===== src/rtl/gmii_rx_interface_pkg.sv =====
// gmii_rx_interface_pkg: shared GMII receive constants and FSM state encodings
package gmii_rx_interface_pkg;
  localparam logic [7:0] PREAMBLE_BYTE = 8'h55;
  localparam logic [7:0] SFD_DEFAULT = 8'hD5;
  localparam int WC_W = 11;
  typedef enum logic [2:0] {
    S_IDLE     = 3'd0,
    S_PREAMBLE = 3'd1,
    S_BODY     = 3'd2,
    S_DROP     = 3'd3,
    S_HANDOFF  = 3'd4,
    S_ACK_LOW  = 3'd5
  } state_t;
endpackage


===== src/rtl/gmii_rx_interface_sync_3ff.sv =====
// sync_3ff: three-flop synchroniser for a single asynchronous level
module sync_3ff (
  input  logic clk,
  input  logic rst,
  input  logic d,
  output logic q
);
  logic [2:0] s;
  // shift the asynchronous level through three flops
  always_ff @(posedge clk or posedge rst)
    if (rst) s <= '0;
    else s <= {s[1:0], d};
  assign q = s[2];
endmodule


===== src/rtl/gmii_rx_interface.sv =====
// gmii_rx_interface: strips preamble/SFD, writes frame body to a packet FIFO, hands off byte count
module gmii_rx_interface
  import gmii_rx_interface_pkg::*;
#(
  parameter int MIN_PREAMBLE = 3,
  parameter logic [7:0] SFD_BYTE = SFD_DEFAULT,
  parameter int MAX_BYTES = 2048
) (
  input  logic            clk,
  input  logic            rst,
  input  logic [7:0]      gmii_rx_data,
  input  logic            gmii_rx_dv,
  input  logic            gmii_rx_er,
  output logic [7:0]      fifo_data,
  output logic            fifo_wr,
  input  logic            fifo_full,
  output logic            fifo_commit,
  output logic            fifo_abort,
  output logic [WC_W-1:0] word_count,
  output logic            word_count_ready,
  input  logic            word_count_ack,
  output logic            rx_error
);
  localparam int CW = $clog2(MAX_BYTES + 1);
  localparam logic [2:0] MIN_PRE = 3'(MIN_PREAMBLE);
  localparam logic [CW-1:0] MAX_CNT = CW'(MAX_BYTES);
  logic [7:0] d_q;
  logic dv_q, er_q, ack_sync;
  state_t state, state_n;
  logic [2:0] pre_cnt, pre_n;
  logic [CW-1:0] cnt, cnt_n;
  logic wr_n, commit_n, abort_n, err_n, rdy_n;
  logic [WC_W-1:0] wc_n;
  sync_3ff u_ack_sync (.clk(clk), .rst(rst), .d(word_count_ack), .q(ack_sync));
  // register the GMII pins once before the FSM looks at them
  always_ff @(posedge clk or posedge rst)
    if (rst) {d_q, dv_q, er_q} <= '0;
    else {d_q, dv_q, er_q} <= {gmii_rx_data, gmii_rx_dv, gmii_rx_er};
  // next-state and registered-output decisions for the receive FSM
  always_comb begin
    state_n = state;
    pre_n = pre_cnt;
    cnt_n = cnt;
    wr_n = 1'b0;
    commit_n = 1'b0;
    abort_n = 1'b0;
    err_n = 1'b0;
    wc_n = word_count;
    rdy_n = word_count_ready;
    case (state)
      S_IDLE: if (dv_q) begin
        state_n = d_q == PREAMBLE_BYTE ? S_PREAMBLE : S_DROP;
        pre_n = 3'd1;
      end
      S_PREAMBLE:
        if (!dv_q || er_q) state_n = S_DROP;
        else if (d_q == PREAMBLE_BYTE) pre_n = pre_cnt == 3'd7 ? pre_cnt : pre_cnt + 3'd1;
        else if (d_q == SFD_BYTE && pre_cnt >= MIN_PRE) begin
          state_n = S_BODY;
          cnt_n = '0;
        end else state_n = S_DROP;
      S_BODY:
        if (!dv_q) begin
          if (cnt == '0) begin
            abort_n = 1'b1;
            err_n = 1'b1;
            state_n = S_IDLE;
          end else begin
            commit_n = 1'b1;
            wc_n = WC_W'(cnt - 1'b1);
            rdy_n = 1'b1;
            state_n = S_HANDOFF;
          end
        end else if (er_q || fifo_full || cnt == MAX_CNT) begin
          abort_n = 1'b1;
          err_n = 1'b1;
          state_n = S_DROP;
        end else begin
          wr_n = 1'b1;
          cnt_n = cnt + 1'b1;
        end
      S_DROP: if (!dv_q) state_n = S_IDLE;
      S_HANDOFF: if (ack_sync) begin
        rdy_n = 1'b0;
        state_n = S_ACK_LOW;
      end
      S_ACK_LOW: if (!ack_sync && !dv_q) state_n = S_IDLE;
      default: state_n = S_IDLE;
    endcase
  end
  // state, counters and registered outputs
  always_ff @(posedge clk or posedge rst)
    if (rst) begin
      state <= S_IDLE;
      pre_cnt <= '0;
      cnt <= '0;
      fifo_data <= '0;
      fifo_wr <= 1'b0;
      fifo_commit <= 1'b0;
      fifo_abort <= 1'b0;
      rx_error <= 1'b0;
      word_count <= '0;
      word_count_ready <= 1'b0;
    end else begin
      state <= state_n;
      pre_cnt <= pre_n;
      cnt <= cnt_n;
      fifo_data <= wr_n ? d_q : fifo_data;
      fifo_wr <= wr_n;
      fifo_commit <= commit_n;
      fifo_abort <= abort_n;
      rx_error <= err_n;
      word_count <= wc_n;
      word_count_ready <= rdy_n;
    end
endmodule


===== config.mk =====
export PLATFORM = sky130hd
export DESIGN_NAME = gmii_rx_interface
export DESIGN_NICKNAME = d
export VERILOG_FILES = /design/src/rtl/gmii_rx_interface_pkg.sv /design/src/rtl/gmii_rx_interface_sync_3ff.sv /design/src/rtl/gmii_rx_interface.sv
export SDC_FILE = /design/constraint.sdc
export NUM_CORES = 1
export LEC_CHECK = 0
export ABC_AREA = 1
export BUFFER_PORTS_ARGS = -buffer_cell sky130_fd_sc_hd__clkbuf_2
export CORE_MARGIN = 2
export CORE_UTILIZATION = 45
export CTS_CLUSTER_DIAMETER = 200
export DETAILED_ROUTE_END_ITERATION = 10
export PLACE_DENSITY_LB_ADDON = 0.25
export SLEW_MARGIN = 40
export SYNTH_ARGS = -nofsm -noshare
export SYNTH_HDL_FRONTEND = slang
export SYNTH_SLANG_ARGS = --single-unit

===== constraint.sdc =====
create_clock -name clk -period 4.2 [get_ports clk]
set_input_delay 1.05 -clock clk [delete_from_list [all_inputs] [get_ports clk]]
set_output_delay 1.05 -clock clk [all_outputs]
set_load 0.05 [all_outputs]

==> impl_metrics.tcl <==
set metrics [dict create \
    drc_errors 0 \
    grt_max_degree 55 \
    r2r_start "cnt[0]" \
    fillers 564 \
    startpoint "cnt[0]" \
    syn_area_per_cell_sq_um 8.038 \
    fin_crit_sh_pct 50.19 \
    fin_crit_ns 2.108 \
    cp.required_ns 4.38 \
    die_w_um 82.96 \
    tightest_slew_ns 0.6514 \
    pwr-share-comb_pct 47.6 \
    ys.flop_type "dfrtp_1" \
    synth_area_leaders "dfrtp_1, nand2_1, nor2_1" \
    finish.instance_area_sq_um 3089 \
    skew_ns 0.01251 \
    swShare_pct 49.48 \
    drtIter0Drc 143 \
    dp.final_hpwl_mm 3.855 \
    globalplace.congestion 0.8438 \
    groute.layer.met1.usage_pct 23.21 \
    status "finished, final reports clean" \
    hp-start "u_ack_sync.s[1]" \
    cts.sinks 54 \
    clockBufferDepth 2 \
    antenna_found_initial 0 \
    leakagePower_uw 0.001654 \
    intPower_uw 1019 \
    crit_path_end_kind "flop" \
    wl_per_cell_um 11.54 \
    viasPerCell 4.783 \
    fin_nets 400 \
    routed-via-count 2186 \
    drive_above_1_share_pct 18.06 \
    path_class "reg2reg" \
    cts-root-buf "clkbuf_8" \
    postRouteAntennaNets 0 \
    syn_inst 349 \
    ys_async_sr_fraction_pct 100.0 \
    coreArea_sq_um 5956 \
    ir_drop_mv 0.3676 \
    diodes 0 \
    die_h_um 82.96 \
    syn-num-nets 368 \
    synth_top_area_share_pct 48.17 \
    drv_slew 0 \
    fmax_mhz 474.4 \
    cts_tree "built" \
    grt_pass1_vias 2066 \
    synth_area_sq_um 2805 \
    cts_buffers 5 \
    p_sw_uw 997.9 \
    setup_viol 0 \
    synth_edf_count 0 \
    clkPwrFrac_pct 15.4 \
    ios 38 \
    min_path_type "reg2reg" \
    met2_usage_pct 25.37 \
    critical_path.max_fanout 21 \
    cap_viol_max_count 0 \
    wirelength_mm 5.273 \
    seqPwrFrac_pct 37.0 \
    area_growth_pct 10.12 \
    ff_latch_area_sq_um 1351 \
    start_kind "flop" \
    holdBufCountCts 0 \
    yosys.area.top_type "dfrtp_1" \
    clk_pin_slew_ns 0.10 \
    postCtsSetupBuffers 0 \
    initial_core_util_pct 47.10 \
    final_hold_viol_count 0 \
    rsz0062_at_grt "no" \
    reg2reg_slack_ns 2.09 \
    grt_pass1_wl_mm 9.425 \
    first_pass_iters 4 \
    arrival_ns 2.29 \
    synth_common_cells "nand2_1, dfrtp_1, nor2_1, inv_1, nand3_1" \
    cts_resized 0 \
    multi_input_comb_area_sq_um 1235 \
    grt-busiest-layer "met2" \
    gr-total-overflow 0 \
    final.setup.tns_ns 0 \
    placed_cell_area_sq_um 2992 \
    htree_num_levels 2 \
    grt_usage_pct 16.31 \
    clock_latency_ns 0.32 \
    port_buffers 37 \
    max_slew_margin_pct 56.57 \
    yosysWarnings 0 \
    yosysMostFrequentCell "nand2_1" \
    ys_ff_latch 54 \
    ys_types 31 \
    fp-row-count 28 \
    die_area_sq_um 6882 \
    met3_usage_pct 3.280 \
    ys_seq_area_share_pct 48.17 \
    power_density_nw_per_um2 652.8 \
]
-- cell families (layout without fill, tap and decap cells) --
group / count (synthesis) / count (layout) / share of synthesized area (%)
DFF: 54 / 54 / 48.17
adders and majority gates: 5 / 5 / 2.230
and+or+nand+nor: 207 / 207 / 32.38
xor gates and xnor gates: 14 / 14 / 4.371
buffers and inverters: 45 / 78 / 7.806
AOI/OAI and AO/OA: 24 / 24 / 5.040
-- layout by cell type, fill, tap and decap left out --
cell type	instances
nand3_1	26
a21oi_4	1
xor2_1	12
a21oi_1	1
or2_2	1
nor2_2	2
clkbuf_8	5
o21bai_1	1
ha_1	5
nand2_2	6
inv_8	1
nor3_1	1
nand4_1	2
nor2_8	1
nand3_4	1
inv_4	1
clkbuf_2	37
a21oi_2	1
dfrtp_1	54
clkinv_4	2
o21ai_1	4
o221ai_1	1
inv_1	27
nand2_1	121
nor2_4	2
nand3_2	1
nor2_1	40
nand2_4	2
xnor2_1	2
o21ai_0	15
inv_2	5
nor3b_1	1
-- worst paths after layout --
path | cells past startpoint | end
setup / recovery | 8 | word_count[3]
hold / removal | 0 | u_ack_sync.s[2]
setup reg to reg | 8 | word_count[3]
hold reg to reg | 0 | u_ack_sync.s[2]
max in group asynchronous | 2 | word_count[1]
min in group asynchronous | 2 | pre_cnt[2]
-- sequential cells by signal (all words and copies together), names as in the netlist --
register and flops:
word_count 11, er_q 1, d_q 8, fifo_data 8, word_count_ready 1, dv_q 1, fifo_wr 1, fifo_commit 1
cnt 12, rx_error 1, u_ack_sync.s 3, pre_cnt 3, state 3
-- worst max-delay path, cell delays in order, from the launching register on --
cell	delay (ns)
dfrtp_1	0.53
inv_1	0.18
ha_1	0.29
nand2_2	0.15
nor2_8	0.07
a21oi_2	0.15
nand2_1	0.35
nand2_1	0.18
o21ai_0	0.09
-- final cells by class --
cell class | count | share of cell area, %
clock buffer | 5 | 2.228
clock inverter | 3 | 0.9316
inverter | 33 | 4.091
multi-input combinational | 250 | 39.98
sequential | 54 | 43.74
tap | 75 | 3.038
timing repair buffer | 37 | 5.994
-- through the flow --
step	setup slack [ns]	hold WS, ns	total power, uW	utilization, %	cells
2_1_floorplan	1.835	0.3312	1544	-	349
3_3_place_gp	2.106	0.3346	1708	50.19	449
6_report	2.092	0.3644	2017	51.87	457
3_5_place_dp	2.110	0.3365	1725	50.23	449
4_1_cts	2.093	0.3628	2038	51.87	457
5_1_grt	1.834	0.3700	2160	51.87	457
-- per-layer routing --
layer | wire [um] | vias to the layer above | share of wire, %
li1 | - | 1140 | -
met1 | 2560 | 993 | 49
met2 | 2385 | 48 | 45
met3 | 258 | 5 | 4.9
met4 | 68 | 0 | 1.3
met5 | 0 | - | 0
-- power groups by stage --
stage	clock [uW]	sequential [uW]	combinational [uW]
global route	335	767	1060
detailed placement	0	758	967
global placement	0	752	956
CTS	321	748	969
floorplan	0	1050	489
finish	310	747	959
Power figures use the tool's default switching activity.
